### config.mk
export PLATFORM = sky130hd
export DESIGN_NAME = aq_spsram_acc_ctrl_flat
export DESIGN_NICKNAME = d
export VERILOG_FILES = /design/src/rtl/aq_spsram_pkg.sv /design/src/rtl/aq_spsram_acc_ctrl_if.sv /design/src/rtl/aq_spsram_rsp_hold.sv /design/src/rtl/aq_spsram_acc_ctrl.sv /design/src/flat_wrapper.sv
export SDC_FILE = /design/constraint.sdc
export NUM_CORES = 1
export LEC_CHECK = 0
export ABC_AREA = 1
export CELL_PAD_IN_SITES_DETAIL_PLACEMENT = 2
export CELL_PAD_IN_SITES_GLOBAL_PLACEMENT = 2
export CORE_ASPECT_RATIO = 0.8
export CORE_MARGIN = 5
export CORE_UTILIZATION = 16
export DETAILED_ROUTE_END_ITERATION = 8
export MAX_ROUTING_LAYER = met4
export PLACE_DENSITY = 0.85
export SLEW_MARGIN = 20
export SYNTH_ARGS = -nofsm -noshare
export SYNTH_HDL_FRONTEND = slang
export SYNTH_SLANG_ARGS = --single-unit
### constraint.sdc
create_clock -name forever_cpuclk -period 1.6 [get_ports forever_cpuclk]
set_input_delay 0.32 -clock forever_cpuclk [delete_from_list [all_inputs] [get_ports forever_cpuclk]]
set_output_delay 0.32 -clock forever_cpuclk [all_outputs]
set_load 0.02 [all_outputs]
### src/rtl/aq_spsram_pkg.sv
// aq_spsram_pkg: shared state encoding, depth derivation and inactive levels for the single-port SRAM controls
package aq_spsram_pkg;
  typedef enum logic {
    IDLE = 1'b0,
    INIT = 1'b1
  } state_e;
  localparam logic CEN_OFF     = 1'b1;
  localparam logic GWEN_OFF    = 1'b1;
  localparam logic WEN_OFF_BIT = 1'b1;
  function automatic int unsigned depth_of(input int unsigned aw);
    return 32'd1 << aw;
  endfunction
endpackage

### src/rtl/aq_spsram_acc_ctrl_if.sv
// aq_spsram_acc_ctrl_if: request/response/clear channel plus the SRAM macro pins
interface aq_spsram_acc_ctrl_if #(
  parameter int ADDR_WIDTH = 11,
  parameter int DATA_WIDTH = 32
);
  logic                  req_vld;
  logic                  req_rdy;
  logic                  req_write;
  logic [ADDR_WIDTH-1:0] req_addr;
  logic [DATA_WIDTH-1:0] req_wdata;
  logic [DATA_WIDTH-1:0] req_wmask;
  logic                  rsp_vld;
  logic                  rsp_rdy;
  logic [DATA_WIDTH-1:0] rsp_rdata;
  logic                  init_req;
  logic                  init_busy;
  logic                  init_done;
  logic [ADDR_WIDTH-1:0] sram_a;
  logic                  sram_cen;
  logic                  sram_gwen;
  logic [DATA_WIDTH-1:0] sram_wen;
  logic [DATA_WIDTH-1:0] sram_d;
  logic [DATA_WIDTH-1:0] sram_q;
  modport master (
    output req_vld, req_write, req_addr, req_wdata, req_wmask, rsp_rdy, init_req,
    input  req_rdy, rsp_vld, rsp_rdata, init_busy, init_done
  );
  modport slave (
    input  req_vld, req_write, req_addr, req_wdata, req_wmask, rsp_rdy, init_req, sram_q,
    output req_rdy, rsp_vld, rsp_rdata, init_busy, init_done,
           sram_a, sram_cen, sram_gwen, sram_wen, sram_d
  );
  modport mem (
    input  sram_a, sram_cen, sram_gwen, sram_wen, sram_d,
    output sram_q
  );
endinterface

### src/rtl/aq_spsram_rsp_hold.sv
// aq_spsram_rsp_hold: one-entry skid register keeping SRAM read data while the consumer stalls
module aq_spsram_rsp_hold #(
  parameter int DATA_WIDTH = 32
) (
  input  logic                  forever_cpuclk,
  input  logic                  cpurst_b,
  input  logic                  rd_pend_i,
  input  logic                  rsp_rdy_i,
  input  logic [DATA_WIDTH-1:0] sram_q_i,
  output logic                  rsp_vld_o,
  output logic [DATA_WIDTH-1:0] rsp_rdata_o,
  output logic                  hold_vld_o
);
  logic                  hold_vld_q, hold_vld_d;
  logic [DATA_WIDTH-1:0] hold_data_q, hold_data_d;
  logic                  capture;
  // SRAM Q is only valid for one cycle, so a stalled read must be parked here
  assign capture     = rd_pend_i & ~rsp_rdy_i & ~hold_vld_q;
  assign hold_vld_d  = hold_vld_q ? ~rsp_rdy_i : capture;
  assign hold_data_d = capture ? sram_q_i : hold_data_q;
  assign rsp_vld_o   = rd_pend_i | hold_vld_q;
  assign rsp_rdata_o = hold_vld_q ? hold_data_q : sram_q_i;
  assign hold_vld_o  = hold_vld_q;
  always_ff @(posedge forever_cpuclk or negedge cpurst_b) begin
    if (!cpurst_b) begin
      hold_vld_q  <= 1'b0;
      hold_data_q <= '0;
    end else begin
      hold_vld_q  <= hold_vld_d;
      hold_data_q <= hold_data_d;
    end
  end
endmodule

### src/rtl/aq_spsram_acc_ctrl.sv
// aq_spsram_acc_ctrl: valid/ready request/response front-end and zeroing sequencer for a single-port SRAM macro
module aq_spsram_acc_ctrl
  import aq_spsram_pkg::*;
#(
  parameter int ADDR_WIDTH  = 11,
  parameter int DATA_WIDTH  = 32,
  parameter bit INIT_ON_RST = 1'b1
) (
  input logic                 forever_cpuclk,
  input logic                 cpurst_b,
  aq_spsram_acc_ctrl_if.slave bus
);
  localparam int unsigned           DEPTH   = depth_of(unsigned'(ADDR_WIDTH));
  localparam logic [ADDR_WIDTH-1:0] LAST    = ADDR_WIDTH'(DEPTH - 1);
  localparam logic [DATA_WIDTH-1:0] WEN_OFF = {DATA_WIDTH{WEN_OFF_BIT}};
  state_e                state_q, state_d;
  logic [ADDR_WIDTH-1:0] cnt_q, cnt_d;
  logic                  init_pend_q, init_pend_d;
  logic                  rd_pend_q, rd_pend_d;
  logic                  in_init, cnt_last, xfer, wr, hold_vld, rsp_vld;
  logic [DATA_WIDTH-1:0] rsp_rdata;
  assign in_init  = state_q == INIT;
  assign cnt_last = cnt_q == LAST;
  // cpurst_b gating keeps the SRAM pins idle while reset is held, even with no pending clear
  assign bus.req_rdy = cpurst_b & ~in_init & ~init_pend_q & ~hold_vld & ~(rd_pend_q & ~bus.rsp_rdy);
  assign xfer        = bus.req_vld & bus.req_rdy;
  assign wr          = xfer & bus.req_write;
  always_ff @(posedge forever_cpuclk or negedge cpurst_b) begin
    if (!cpurst_b) begin
      state_q     <= IDLE;
      cnt_q       <= '0;
      init_pend_q <= INIT_ON_RST;
      rd_pend_q   <= 1'b0;
    end else begin
      state_q     <= state_d;
      cnt_q       <= cnt_d;
      init_pend_q <= init_pend_d;
      rd_pend_q   <= rd_pend_d;
    end
  end
  always_comb begin
    state_d     = in_init ? (cnt_last ? IDLE : INIT) : (init_pend_q ? INIT : IDLE);
    cnt_d       = in_init ? cnt_q + ADDR_WIDTH'(1) : '0;
    init_pend_d = (in_init & cnt_last) ? 1'b0 : init_pend_q | (~in_init & bus.init_req);
    rd_pend_d   = xfer & ~bus.req_write;
  end
  always_comb begin
    bus.init_busy = init_pend_q | in_init;
    bus.init_done = in_init & cnt_last;
    bus.sram_cen  = (in_init | xfer) ? ~CEN_OFF : CEN_OFF;
    bus.sram_gwen = (in_init | wr) ? ~GWEN_OFF : GWEN_OFF;
    bus.sram_wen  = in_init ? ~WEN_OFF : wr ? ~bus.req_wmask : WEN_OFF;
    bus.sram_a    = in_init ? cnt_q : xfer ? bus.req_addr : '0;
    bus.sram_d    = wr ? bus.req_wdata : '0;
    bus.rsp_vld   = rsp_vld;
    bus.rsp_rdata = rsp_rdata;
  end
  aq_spsram_rsp_hold #(.DATA_WIDTH(DATA_WIDTH)) u_rsp_hold (
    .forever_cpuclk(forever_cpuclk),
    .cpurst_b      (cpurst_b),
    .rd_pend_i     (rd_pend_q),
    .rsp_rdy_i     (bus.rsp_rdy),
    .sram_q_i      (bus.sram_q),
    .rsp_vld_o     (rsp_vld),
    .rsp_rdata_o   (rsp_rdata),
    .hold_vld_o    (hold_vld)
  );
endmodule

### src/flat_wrapper.sv
// flat-port wrapper written by rule: the top's interface ports become plain ports
module aq_spsram_acc_ctrl_flat import aq_spsram_pkg::*;
#(
  parameter int ADDR_WIDTH  = 11,
  parameter int DATA_WIDTH  = 32,
  parameter bit INIT_ON_RST = 1'b1
)
  (forever_cpuclk, cpurst_b, bus_req_vld, bus_req_write, bus_req_addr, bus_req_wdata, bus_req_wmask, bus_rsp_rdy, bus_init_req, bus_sram_q, bus_req_rdy, bus_rsp_vld, bus_rsp_rdata, bus_init_busy, bus_init_done, bus_sram_a, bus_sram_cen, bus_sram_gwen, bus_sram_wen, bus_sram_d);
  aq_spsram_acc_ctrl_if #(.ADDR_WIDTH(ADDR_WIDTH), .DATA_WIDTH(DATA_WIDTH)) bus_i ();
  input logic forever_cpuclk;
  input logic cpurst_b;
  input wire logic [$bits(bus_i.req_vld)-1:0] bus_req_vld;
  input wire logic [$bits(bus_i.req_write)-1:0] bus_req_write;
  input wire logic [$bits(bus_i.req_addr)-1:0] bus_req_addr;
  input wire logic [$bits(bus_i.req_wdata)-1:0] bus_req_wdata;
  input wire logic [$bits(bus_i.req_wmask)-1:0] bus_req_wmask;
  input wire logic [$bits(bus_i.rsp_rdy)-1:0] bus_rsp_rdy;
  input wire logic [$bits(bus_i.init_req)-1:0] bus_init_req;
  input wire logic [$bits(bus_i.sram_q)-1:0] bus_sram_q;
  output wire logic [$bits(bus_i.req_rdy)-1:0] bus_req_rdy;
  output wire logic [$bits(bus_i.rsp_vld)-1:0] bus_rsp_vld;
  output wire logic [$bits(bus_i.rsp_rdata)-1:0] bus_rsp_rdata;
  output wire logic [$bits(bus_i.init_busy)-1:0] bus_init_busy;
  output wire logic [$bits(bus_i.init_done)-1:0] bus_init_done;
  output wire logic [$bits(bus_i.sram_a)-1:0] bus_sram_a;
  output wire logic [$bits(bus_i.sram_cen)-1:0] bus_sram_cen;
  output wire logic [$bits(bus_i.sram_gwen)-1:0] bus_sram_gwen;
  output wire logic [$bits(bus_i.sram_wen)-1:0] bus_sram_wen;
  output wire logic [$bits(bus_i.sram_d)-1:0] bus_sram_d;
  assign bus_i.req_vld = bus_req_vld;
  assign bus_i.req_write = bus_req_write;
  assign bus_i.req_addr = bus_req_addr;
  assign bus_i.req_wdata = bus_req_wdata;
  assign bus_i.req_wmask = bus_req_wmask;
  assign bus_i.rsp_rdy = bus_rsp_rdy;
  assign bus_i.init_req = bus_init_req;
  assign bus_i.sram_q = bus_sram_q;
  assign bus_req_rdy = bus_i.req_rdy;
  assign bus_rsp_vld = bus_i.rsp_vld;
  assign bus_rsp_rdata = bus_i.rsp_rdata;
  assign bus_init_busy = bus_i.init_busy;
  assign bus_init_done = bus_i.init_done;
  assign bus_sram_a = bus_i.sram_a;
  assign bus_sram_cen = bus_i.sram_cen;
  assign bus_sram_gwen = bus_i.sram_gwen;
  assign bus_sram_wen = bus_i.sram_wen;
  assign bus_sram_d = bus_i.sram_d;
  aq_spsram_acc_ctrl #(.ADDR_WIDTH(ADDR_WIDTH), .DATA_WIDTH(DATA_WIDTH), .INIT_ON_RST(INIT_ON_RST)) u_core (.forever_cpuclk(forever_cpuclk), .cpurst_b(cpurst_b), .bus(bus_i));
endmodule
==> impl_summary.md <==
Worst setup path
The master of the slowest instance on the critical path is dfrtp_1. Setup slack on the worst reg-to-reg path comes out at 0.09 ns. The largest single stage delay on the critical path is 0.41 ns. Data arrives at the worst endpoint at 1.79 ns. STA classifies the critical path startpoint as a flip-flop. The worst register-to-register path has a depth of 8. The library cell appearing most often on the critical path is nor2_4. The worst register-to-register path begins at u_core.in_init. The endpoint class of the critical path is a primary output. The biggest fanout along the worst timing path is 8. The worst setup path startpoint is u_core.in_init. By startpoint and endpoint, the worst setup path is classified as flip-flop to primary output. The signal on the critical path passes through nor2_4 > nand2_2 > nor2_4 > nand3_4 > buf_4 > buf_12 > buf_6 > nor2_4 > buf_6.

The most critical setup path has its endpoint at bus_sram_d[25]. STA puts the critical path data required time at 1.28 ns. The endpoint identified for the worst register-to-register timing path is u_core.in_init.

Logic synthesis
The largest total area in the synthesized netlist belongs to dfrtp_1. In this run the cell area of the synthesized design comes to 3069 sq um. Synthesis produced 477 cells. Each instance of the synthesized netlist takes up on average 6.434 sq um.

Ranked by total cell area, the synthesized netlist is headed by dfrtp_1 38%, nand2_1 16%, o21ai_0 12%. After synthesis, the netlist uses 19 different library cells. The number of nets in the synthesized netlist is 591. During synthesis, Yosys emitted a total of 0 warnings. The sequential fraction of the synthesis area is 38.36%. After synthesis, the largest area contributor takes up 37.51% of total cell area. After synthesis the netlist holds a flip-flop and latch count of 47.

Clock network
Clock-pin slew was measured on the worst setup and hold paths at 0.08 ns. Clock tree synthesis selected as its root buffer the cell clkbuf_16. The H-tree was split into 2 levels. The CTS buffer count is 5. TritonCTS built the clock tree. The total clock sinks is 47.

The worst-skew pair later-pin latency is 0.29 ns. The maximum clock insertion buffer count is 2.

Detailed routing
In this run, the number of DRC markers left after iteration 0 of detailed routing was 138. For this block, the routed nets add up to 17.94 mm of wire. Before antenna repair, the detailed router went through 4 iterations. The count of nets left with antenna violations once routing finished came out at 0. Dividing the detail-routed via count by the number of cells gives 4.110. After detailed routing, the average wire length per cell comes to 17.43 um. The detailed-route DRC error count is 0.

The total number of vias is 4,229.

Outcome
The final reports fail on negative setup slack. The flow ran to the end, but the final reports show violations.

Floorplanning
After floorplanning, the core was divided into 45 placement rows. The floorplan die width is 164.9 um. After floorplanning, the core was sized to cover 18,920 sq um. The die area is 22,070 sq um. Measured along the y axis, the die boundary spans 133.9 um. The starting density of the core is 16.22%. The number of top-level pins is 226.

STA
The final critical path takes up 131.6% of the cycle. Across all setup checks in the final design, the least slack found is -0.5063 ns. The worst path in the final design needs a cycle of 2.106 ns, including I/O delays and setup. The worst slew margin relative to its limit is 56.07%. The largest clock skew in the final design is 0.01362 ns. The final hold violation count is 0. The number of pins with negative max-slew slack in the final report was 0. Setup repair after global routing could not meet its margin everywhere. The sum of negative setup slack is -38.06 ns. The maximum frequency from static timing analysis is 474.8 MHz. At the pin with the least slew margin, the transition time is 0.6590 ns. Setup violations remaining at the end of the flow were counted as 106.

Finish
The number of diodes added for antenna fixing is 0. Relative to the synthesized area, the layout overhead comes to 132.1%. Excluding fillers, the count of instances in the completed layout stands at 1,029. The net count of the finished layout is 884.

The fraction of final layout cells with drive strength greater than 1 is 43.97%.

Global route
The initial antenna violation count was 0. The first-pass GRT wire length is 26.28 mm. The total routing usage reported by global routing is 15.52%. The largest net degree at the start of global routing is 59. The via count of the first global-routing pass is 4,727. The total overflow left after global routing is 0.

Power
The analysis attributes to cell leakage a power of 3.502 nW. The power density over the cells is 577.9 nW/um^2. The worst ir drop on vdd is 0.0004157 V.

Placed design
The congestion estimate from routability-driven global placement came to 0.7490. The number of placed cells counting well taps is 982. The half-perimeter wire length after detailed placement is 12.01 mm. In this run the tool buffered the top-level ports with 225 buffer cells.

Worst hold path
The tightest min-delay check is of the primary input to asynchronous set/reset pin type.

Run
The tool flagged a number of max-cap violations equal to 0.
[cell usage after synthesis]
library cell,number
nor2_4,1
nand2_4,1
nand4_1,2
o21ai_0,72
nor2_1,53
nand2_1,133
ha_1,1
clkbuf_1,19
nand3_1,17
buf_6,3
buf_2,6
nor3_1,1
nand3_4,1
dfrtp_1,46
nor2_2,1
or2_2,32
dfstp_2,1
inv_1,79
a21oi_1,8
[routing by layer]
| layer | vias to the layer above | share of wire (%) | track usage [%] |
|---|---|---|---|
| met5 | - | 0 | - |
| met4 | 0 | 0.84 | 2.309 |
| met3 | 12 | 6.9 | 4.147 |
| met1 | 2047 | 41 | 18.14 |
| met2 | 135 | 52 | 27.29 |
| li1 | 2035 | - | - |
[registers in the layout (all words and copies together), names as in the netlist]
register / flops
u_core.in_init: 1
u_core.cnt_q: 11
u_core.u_rsp_hold.hold_vld_o: 1
u_core.init_pend_q: 1
u_core.rd_pend_q: 1
u_core.u_rsp_hold.hold_data_q: 32
[power breakdown]
group / internal, mW / leakage, nW / switching [mW] / total [mW]
sequential: 1.30 / 0.625 / 0.0675 / 1.36
combinational: 0.865 / 2.80 / 0.801 / 1.67
clock: 0.582 / 0.0740 / 0.506 / 1.09
total: 2.74 / 3.50 / 1.37 / 4.12
[metrics by stage]
stage	hold slack, ns	power [mW]	util (%)	cell area (sq um)	worst slack [ns]
floorplan	0.02441	1.922	-	3069	-0.08674
detailed placement	0.4739	2.876	31.63	5983	-0.9522
finish	0.2315	4.117	37.66	7124	-0.5063
CTS	0.2849	4.106	35.17	6654	-0.5292
global placement	0.4648	2.821	31.63	5983	-0.8895
global route	0.2912	4.352	37.66	7124	-0.5962
[layout make-up]
type                    instances  area (sq um)
flip-flops and latches         47          1179
well taps                     258         322.8
inverters                      79         304.0
fillers                      2163         11790
repair buffers                314          3209
clock buffers                   5         125.1
multi-input cells             323          1966
clock inverters                 3         18.77
[worst min-delay path by stage]
stage / start / to / slack [ns] / depth (start not counted)
2_1_floorplan: cpurst_b / u_core.cnt_q[0] / 0.02 / 0
3_3_place_gp: u_core.u_rsp_hold.hold_data_q[24] / u_core.u_rsp_hold.hold_data_q[24] / 0.46 / 2
3_5_place_dp: u_core.u_rsp_hold.hold_data_q[6] / u_core.u_rsp_hold.hold_data_q[6] / 0.47 / 2
4_1_cts: cpurst_b / u_core.u_rsp_hold.hold_data_q[31] / 0.28 / 2
5_1_grt: cpurst_b / u_core.u_rsp_hold.hold_data_q[31] / 0.29 / 2
6_report: cpurst_b / u_core.u_rsp_hold.hold_data_q[31] / 0.23 / 2
[logic make-up (layout without fill, tap and decap cells)]
kind of cell	after synthesis	after routing	share of synthesized area, %
AOI/OAI and AO/OA	80	80	13.05
adders and majority gates	1	1	0.4076
buffers and inverters	107	401	14.06
DFF	47	47	38.36
and+or+nand+nor	242	242	34.12
[cells in the final DEF (no fill, tap or decap), types with 2 or more instances in the layout]
cell and instances:
nand4_1 2, bufbuf_16 2, o21ai_2 13, nor2_4 13, nand2_2 13, or2_2 32
clkdlybuf4s50_1 110, nand3_4 2, nor2_2 6, nand2_1 93, buf_4 94, a21oi_1 7
inv_4 3, nand2_4 27, buf_16 4, nand3_2 10, o21ai_4 3, buf_2 8
dfrtp_1 45, buf_8 2, nor2_1 36, clkbuf_16 6, inv_1 75, buf_6 82
o21ai_0 35, o21ai_1 21, clkinv_2 2, nand3_1 6, buf_12 10
[critical path: cells and delay by family, from the launching register on]
kind	cells	cell delay, ns
buffers and inverters	4	0.55
DFF	1	0.41
and+or+nand+nor	5	0.52
[what timing repair did]
| action | in CTS | in global routing |
|---|---|---|
| setup endpoints to repair | 112 | 112 |
| gates cloned | 7 | 1 |
| setup buffers | 19 | 14 |
| pin swaps | 11 | 7 |
| gates resized for setup | 739 | 119 |
| hold buffers | 0 | 0 |
Note: power is estimated with default switching activity, not from simulation.
